--- src/rtl/song_sequencer_pkg.sv ---
// Shared types and constants for the song sequencer: FSM states, song entry
// field positions, end-marker/silence values and the tick counter width helper.
package song_sequencer_pkg;

    typedef enum logic [2:0] {
        ST_IDLE,
        ST_FETCH,
        ST_WAIT_ROM,
        ST_PLAY,
        ST_GAP,
        ST_DONE
    } state_e;

    localparam int NOTE_MSB = 15;
    localparam int NOTE_LSB = 6;
    localparam int DUR_MSB  = 5;
    localparam int DUR_LSB  = 0;

    localparam int NOTE_W = NOTE_MSB - NOTE_LSB + 1;
    localparam int DUR_W  = DUR_MSB - DUR_LSB + 1;

    localparam logic [DUR_W-1:0]  END_DUR = '0;
    localparam logic [NOTE_W-1:0] SILENCE = '0;

    // Width able to hold 0..max(a,b)-1, never narrower than one bit.
    function automatic int tick_width(input int a, input int b);
        int m;
        m = (a > b) ? a : b;
        return (m > 1) ? $clog2(m) : 1;
    endfunction

endpackage

--- src/rtl/song_sequencer_if.sv ---
// Control, song-memory and playback signals of the song sequencer. The
// sequencer is the slave; the controller/memory/playback side is the master.
interface song_sequencer_if
    import song_sequencer_pkg::*;
#(
    parameter int ADDR_W = 8
) ();

    logic              start;
    logic              stop;
    logic              read_en;
    logic [ADDR_W-1:0] rom_addr;
    logic [15:0]       rom_data;
    logic [NOTE_W-1:0] data_out;
    logic              output_ready;
    logic              busy;
    logic              done;

    modport master (
        output start, stop, read_en, rom_data,
        input  rom_addr, data_out, output_ready, busy, done
    );

    modport slave (
        input  start, stop, read_en, rom_data,
        output rom_addr, data_out, output_ready, busy, done
    );

endinterface

--- src/rtl/song_sequencer_unit_ticker.sv ---
// Modulo counter with enable and synchronous clear; wrap_o pulses for the
// enabled cycle in which the count equals last_i, and the count returns to 0.
module unit_ticker #(
    parameter int WIDTH = 24
) (
    input  logic             clk,
    input  logic             rst,
    input  logic             clr_i,
    input  logic             en_i,
    input  logic [WIDTH-1:0] last_i,
    output logic             wrap_o
);

    logic [WIDTH-1:0] count_q;
    logic [WIDTH-1:0] count_d;

    always_comb begin
        wrap_o  = en_i && !clr_i && (count_q == last_i);
        count_d = count_q;
        if (clr_i) begin
            count_d = '0;
        end else if (en_i) begin
            count_d = wrap_o ? '0 : count_q + 1'b1;
        end
    end

    always_ff @(posedge clk) begin
        if (rst) begin
            count_q <= '0;
        end else begin
            count_q <= count_d;
        end
    end

endmodule

--- src/rtl/song_sequencer.sv ---
// Beat-paced song sequencer: walks a registered song memory, presents each note
// word for duration*TICKS_PER_UNIT enabled cycles, then a silent gap.
module song_sequencer
    import song_sequencer_pkg::*;
#(
    parameter int ADDR_W         = 8,
    parameter int TICKS_PER_UNIT = 12_500_000,
    parameter int GAP_TICKS      = 1_250_000,
    parameter bit LOOP           = 1'b0
) (
    input  logic            clk,
    input  logic            rst,
    song_sequencer_if.slave bus
);

    localparam int TICK_W = tick_width(TICKS_PER_UNIT, GAP_TICKS);
    localparam logic [TICK_W-1:0] PLAY_LAST = TICK_W'(TICKS_PER_UNIT - 1);
    localparam logic [TICK_W-1:0] GAP_LAST  =
        (GAP_TICKS > 0) ? TICK_W'(GAP_TICKS - 1) : '0;
    localparam logic [ADDR_W-1:0] ADDR_LAST = '1;

    state_e            state_q, state_d;
    logic [ADDR_W-1:0] addr_q, addr_d;
    logic [NOTE_W-1:0] note_q, note_d;
    logic [DUR_W-1:0]  unit_q, unit_d;
    logic              played_q, played_d;

    logic              tick_clr;
    logic [TICK_W-1:0] tick_last;
    logic              tick_wrap;

    logic [DUR_W-1:0]  entry_dur;
    logic [NOTE_W-1:0] entry_note;
    logic              at_last;
    state_e            adv_state;
    logic [ADDR_W-1:0] adv_addr;

    assign entry_dur  = bus.rom_data[DUR_MSB:DUR_LSB];
    assign entry_note = bus.rom_data[NOTE_MSB:NOTE_LSB];

    // The last address acts as an implicit end marker.
    assign at_last   = (addr_q == ADDR_LAST);
    assign adv_state = at_last ? ST_DONE : ST_FETCH;
    assign adv_addr  = at_last ? addr_q : addr_q + 1'b1;

    // One ticker serves both the note and the gap; it idles cleared elsewhere.
    assign tick_clr  = (state_q != ST_PLAY) && (state_q != ST_GAP);
    assign tick_last = (state_q == ST_GAP) ? GAP_LAST : PLAY_LAST;

    unit_ticker #(
        .WIDTH (TICK_W)
    ) u_ticker (
        .clk    (clk),
        .rst    (rst),
        .clr_i  (tick_clr),
        .en_i   (bus.read_en),
        .last_i (tick_last),
        .wrap_o (tick_wrap)
    );

    always_comb begin
        state_d  = state_q;
        addr_d   = addr_q;
        note_d   = note_q;
        unit_d   = unit_q;
        played_d = played_q;

        case (state_q)
            ST_IDLE: begin
                if (bus.start && !bus.stop) begin
                    addr_d   = '0;
                    played_d = 1'b0;
                    state_d  = ST_FETCH;
                end
            end
            ST_FETCH: begin
                state_d = ST_WAIT_ROM;
            end
            ST_WAIT_ROM: begin
                if (entry_dur == END_DUR) begin
                    state_d = ST_DONE;
                end else begin
                    note_d   = entry_note;
                    unit_d   = entry_dur;
                    played_d = 1'b1;
                    state_d  = ST_PLAY;
                end
            end
            ST_PLAY: begin
                if (tick_wrap) begin
                    unit_d = unit_q - 1'b1;
                    if (unit_q == DUR_W'(1)) begin
                        note_d = SILENCE;
                        if (GAP_TICKS > 0) begin
                            state_d = ST_GAP;
                        end else begin
                            state_d = adv_state;
                            addr_d  = adv_addr;
                        end
                    end
                end
            end
            ST_GAP: begin
                if (tick_wrap) begin
                    state_d = adv_state;
                    addr_d  = adv_addr;
                end
            end
            ST_DONE: begin
                // Looping needs at least one real note, otherwise it would spin.
                if (LOOP && played_q) begin
                    addr_d  = '0;
                    state_d = ST_FETCH;
                end else begin
                    state_d = ST_IDLE;
                end
            end
            default: begin
                state_d = ST_IDLE;
            end
        endcase

        if (bus.stop && (state_q != ST_IDLE)) begin
            state_d  = ST_IDLE;
            addr_d   = '0;
            note_d   = SILENCE;
            unit_d   = '0;
            played_d = 1'b0;
        end
    end

    always_ff @(posedge clk) begin
        if (rst) begin
            state_q  <= ST_IDLE;
            addr_q   <= '0;
            note_q   <= SILENCE;
            unit_q   <= '0;
            played_q <= 1'b0;
        end else begin
            state_q  <= state_d;
            addr_q   <= addr_d;
            note_q   <= note_d;
            unit_q   <= unit_d;
            played_q <= played_d;
        end
    end

    assign bus.rom_addr     = addr_q;
    assign bus.data_out     = (state_q == ST_PLAY) ? note_q : SILENCE;
    assign bus.output_ready = (state_q == ST_PLAY) || (state_q == ST_GAP);
    assign bus.busy         = (state_q != ST_IDLE);
    assign bus.done         = (state_q == ST_DONE) && !(LOOP && played_q);

endmodule
--- src/flat_wrapper.sv ---
// flat-port wrapper written by rule: the top's interface ports become plain ports
module song_sequencer_flat import song_sequencer_pkg::*;
#(
    parameter int ADDR_W         = 8,
    parameter int TICKS_PER_UNIT = 12_500_000,
    parameter int GAP_TICKS      = 1_250_000,
    parameter bit LOOP           = 1'b0
)
  (clk, rst, bus_start, bus_stop, bus_read_en, bus_rom_data, bus_rom_addr, bus_data_out, bus_output_ready, bus_busy, bus_done);
  song_sequencer_if #(.ADDR_W(ADDR_W)) bus_i ();
  input  logic clk;
  input  logic rst;
  input wire logic [$bits(bus_i.start)-1:0] bus_start;
  input wire logic [$bits(bus_i.stop)-1:0] bus_stop;
  input wire logic [$bits(bus_i.read_en)-1:0] bus_read_en;
  input wire logic [$bits(bus_i.rom_data)-1:0] bus_rom_data;
  output wire logic [$bits(bus_i.rom_addr)-1:0] bus_rom_addr;
  output wire logic [$bits(bus_i.data_out)-1:0] bus_data_out;
  output wire logic [$bits(bus_i.output_ready)-1:0] bus_output_ready;
  output wire logic [$bits(bus_i.busy)-1:0] bus_busy;
  output wire logic [$bits(bus_i.done)-1:0] bus_done;
  assign bus_i.start = bus_start;
  assign bus_i.stop = bus_stop;
  assign bus_i.read_en = bus_read_en;
  assign bus_i.rom_data = bus_rom_data;
  assign bus_rom_addr = bus_i.rom_addr;
  assign bus_data_out = bus_i.data_out;
  assign bus_output_ready = bus_i.output_ready;
  assign bus_busy = bus_i.busy;
  assign bus_done = bus_i.done;
  song_sequencer #(.ADDR_W(ADDR_W), .TICKS_PER_UNIT(TICKS_PER_UNIT), .GAP_TICKS(GAP_TICKS), .LOOP(LOOP)) u_core (.clk(clk), .rst(rst), .bus(bus_i));
endmodule
--- config.mk ---
export PLATFORM = sky130hd
export DESIGN_NAME = song_sequencer_flat
export DESIGN_NICKNAME = d
export VERILOG_FILES = /design/src/rtl/song_sequencer_pkg.sv /design/src/rtl/song_sequencer_if.sv /design/src/rtl/song_sequencer_unit_ticker.sv /design/src/rtl/song_sequencer.sv /design/src/flat_wrapper.sv
export SDC_FILE = /design/constraint.sdc
export NUM_CORES = 1
export LEC_CHECK = 0
export CORE_UTILIZATION = 55
export CTS_BUF_LIST = sky130_fd_sc_hd__clkbuf_8
export DETAILED_ROUTE_END_ITERATION = 12
export MAX_ROUTING_LAYER = met4
export PLACE_DENSITY_LB_ADDON = 0.1
export REMOVE_ABC_BUFFERS = 1
export SLEW_MARGIN = 20
export SYNTH_ARGS = -nofsm -noshare
export SYNTH_HDL_FRONTEND = slang
export SYNTH_SLANG_ARGS = --single-unit
export TNS_END_PERCENT = 30
--- constraint.sdc ---
create_clock -name clk -period 3.2 [get_ports clk]
set_input_delay 0.48 -clock clk [delete_from_list [all_inputs] [get_ports clk]]
set_output_delay 0.48 -clock clk [all_outputs]
set_load 0.05 [all_outputs]
==> results.sh <==
export IMPL_worst_setup_path_type="flop to output pin"
export IMPL_cts_hold_buf=0
export IMPL_critPathRequiredTime_ns=2.72
export IMPL_drcViolationCount=0
export IMPL_endpoint_kind="output pin"
export IMPL_ant_nets=0
export IMPL_synthXorXnorAreaFrac_pct=7.44
export IMPL_cts_max_level=2
export IMPL_crit_fanout=10
export IMPL_synth_adder_area_share_pct=1.85
export IMPL_synthMuxAreaShare_pct=1.48
export IMPL_vias_per_cell=5.81
export IMPL_synth_compound_area_share_pct=17.5
export IMPL_antenna_found_initial=0
export IMPL_pre_cts_ws_ns=0.288
export IMPL_hold_depth=1
export IMPL_synth_top_area_cell="dfxtp_1"
export IMPL_portBuffers=41
export IMPL_fmax_ghz=0.366
export IMPL_setup_slack_ns=0.468
export IMPL_outcome="completed"
export IMPL_setup_violations_final=0
export IMPL_slew_viol_final=0
export IMPL_clock_latency_ns=0.31
export IMPL_ys_ff_latch=51
export IMPL_power_share_sequential_pct=59.2
export IMPL_pin_count=42
export IMPL_worstSetupStartpoint="u_core.state_q[2]"
export IMPL_post_cts_buffers=0
export IMPL_clkPwrFrac_pct=33.4
export IMPL_dieArea_mm2=0.00521
export IMPL_combPwrFrac_pct=7.4
export IMPL_grt_pass1_wl_um=10200
export IMPL_clkTransAtPathRegs_ns=0.10
export IMPL_postRouteWirelength_um=6070
export IMPL_grt_pass1_vias=2267
export IMPL_root_buffer="clkbuf_8"
export IMPL_rsz0062_at_grt="false"
export IMPL_wl_per_cell_um=14.3
export IMPL_clock_sink_count=51
export IMPL_cp_start_kind="flop"
export IMPL_power_net_switching_mw=0.258
export IMPL_die_x_um=72.2
export IMPL_core_area_mm2=0.00472
export IMPL_hold_path_class="flop to flop"
export IMPL_drtIter0Drc=163
export IMPL_synth_ff_type="dfxtp_1"
export IMPL_synth_simple_gate_area_share_pct=30.5
export IMPL_start_util_pct=57.4
export IMPL_p_int_mw=0.829
export IMPL_synthTopCellsByCount="51 x dfxtp_1, 42 x nor2_1, 23 x nand2_1, 21 x xor2_1, 15 x nand3_1"
export IMPL_synthTopCellsByArea="dfxtp_1 38%, xor2_1 6.8%, nor2_1 5.8%"
export IMPL_yosysSeqAreaShare_pct=37.7
export IMPL_rr_worst_depth=6
export IMPL_yosys_area_top_type_share_pct=37.7
export IMPL_syn_cell_area_mm2=0.00271
export IMPL_relSlewSlack_pct=30.5
export IMPL_p_leak_nw=1.10
export IMPL_gr_total_overflow=0
export IMPL_first_pass_iters=4
export IMPL_die_h_um=72.2
export IMPL_final_hold_violation_count=0
export IMPL_tns_ns=0
export IMPL_p_per_area_mw_per_mm2=333
export IMPL_whs_ns=0.474
export IMPL_skew_ns=0.0120
export IMPL_period_needed_ns=2.73
export IMPL_placed_cell_area_mm2=0.00317
export IMPL_synth_edff_count=0
export IMPL_postLayoutCellArea_mm2=0.00326
export IMPL_tightest_slew_ns=1.03
export IMPL_ir_drop_mv=0.257
export IMPL_finalCritPeriodShare_pct=85.4
export IMPL_cts_buffers=5
export IMPL_r2r_start="u_core.u_ticker.count_q[0]"
export IMPL_hp_start="u_core.note_q[8]"
export IMPL_hpwl_um=4440
export IMPL_yosys_warnings=0
export IMPL_ys_async_sr_fraction_pct=0
export IMPL_rows=25
export IMPL_synth_most_common_cell="dfxtp_1"
export IMPL_cts_path_max_buffers=2
export IMPL_cts_tree="yes"
export IMPL_num_nets_final=382
export IMPL_swShare_pct=23.7
export IMPL_antenna_cells=0
export IMPL_synth_cell_type_count=56
export IMPL_via_count=2471
export IMPL_cp_arrival_ns=2.25
export IMPL_area_growth_pct=20.3
export IMPL_num_fill_cells=383
export IMPL_cts_resized_gates=0
export IMPL_grt_max_degree=25
export IMPL_syn_inst=316
export IMPL_layout_drive_gt1_share_pct=5.87
export IMPL_synth_top_family_by_area="simple AND/OR/NAND/NOR gates"
export IMPL_avgSynthCellArea_um2=8.57
export IMPL_maxCapViolCount=0
export IMPL_p_total_mw=1.09
export IMPL_gp_congestion=0.844
export IMPL_grt_util_all_layers_pct=25.1
through the flow:
step / utilization [%] / cells
final: 69.0 / 425
after global routing: 69.0 / 425
after CTS: 69.0 / 425
after detailed placement: 67.2 / 417
after global placement: 67.2 / 417
after floorplan: - / 303
critical path, cell delays in order (launching register included):
cell and delay, ns:
dfxtp_1 0.48, or3b_1 0.55, nand2_1 0.11, clkdlybuf4s50_1 0.80
cell usage in the layout, fill, tap and decap left out, drive strengths merged, types with 3 or more instances in the layout:
cell type,netlist,layout
dfxtp,51,51
nor2,42,42
clkdlybuf4s50,0,41
nand2,23,23
xor2,21,21
nand3,15,15
o21ai,13,13
and2,12,12
nand4,11,11
a21oi,10,10
a22o,10,10
inv,6,7
nor3,7,7
buf,8,6
nor4,5,5
and4,5,5
a31oi,5,5
clkbuf,5,5
or3,4,4
nor3b,4,4
nand4b,4,4
mux2i,4,4
and3,4,4
ha,4,4
nand2b,3,3
a32o,3,3
a2111oi,3,3
o31ai,3,3
or4,3,3
final timing paths:
check	end	slack, ns
worst max-delay path	bus_output_ready	0.47
worst min register to register	u_core.note_q[8]	0.47
worst max register to register	u_core.unit_q[3]	0.77
worst min-delay path	u_core.note_q[8]	0.47
power by group through the flow:
| stage | Combinational [mW] | Clock (mW) | Sequential (mW) |
|---|---|---|---|
| 6_report | 0.0803 | 0.363 | 0.644 |
| 5_1_grt | 0.0867 | 0.391 | 0.645 |
| 4_1_cts | 0.0807 | 0.368 | 0.644 |
| 3_5_place_dp | 0.0803 | 0 | 0.659 |
| 3_3_place_gp | 0.0794 | 0 | 0.658 |
| 2_1_floorplan | 0.0319 | 0 | 0.664 |
area by class of cell:
type | instances | area (um^2) | area share, %
multi-input combinational | 246 | 1590 | 48.8
clock buffer | 5 | 68.8 | 2.11
sequential | 51 | 1020 | 31.3
tap | 67 | 83.8 | 2.57
inverter | 6 | 22.5 | 0.691
clock inverter | 3 | 16.3 | 0.499
timing repair buffer | 47 | 455 | 14.0
per-layer routing:
layer,vias up,global-route usage (%),wire length [um]
li1,1243,-,-
met1,1175,32.3,2960
met2,46,41.2,2850
met3,7,3.89,198
met4,0,6.97,62
met5,-,-,0
state kept, by name, summed over array words and instances (netlist names):
| register | count |
|---|---|
| u_core.note_q | 10 |
| u_core.u_ticker.count_q | 24 |
| u_core.bus.rom_addr | 8 |
| u_core.state_q | 3 |
| u_core.unit_q | 6 |
cells by family after synthesis:
family	after synthesis
and+or+nand+nor	153
AOI/OAI and AO/OA	62
DFF	51
xor gates and xnor gates	23
buffers and inverters	19
muxes	4
adders and majority gates	4
(Power assumes the default switching activity.)
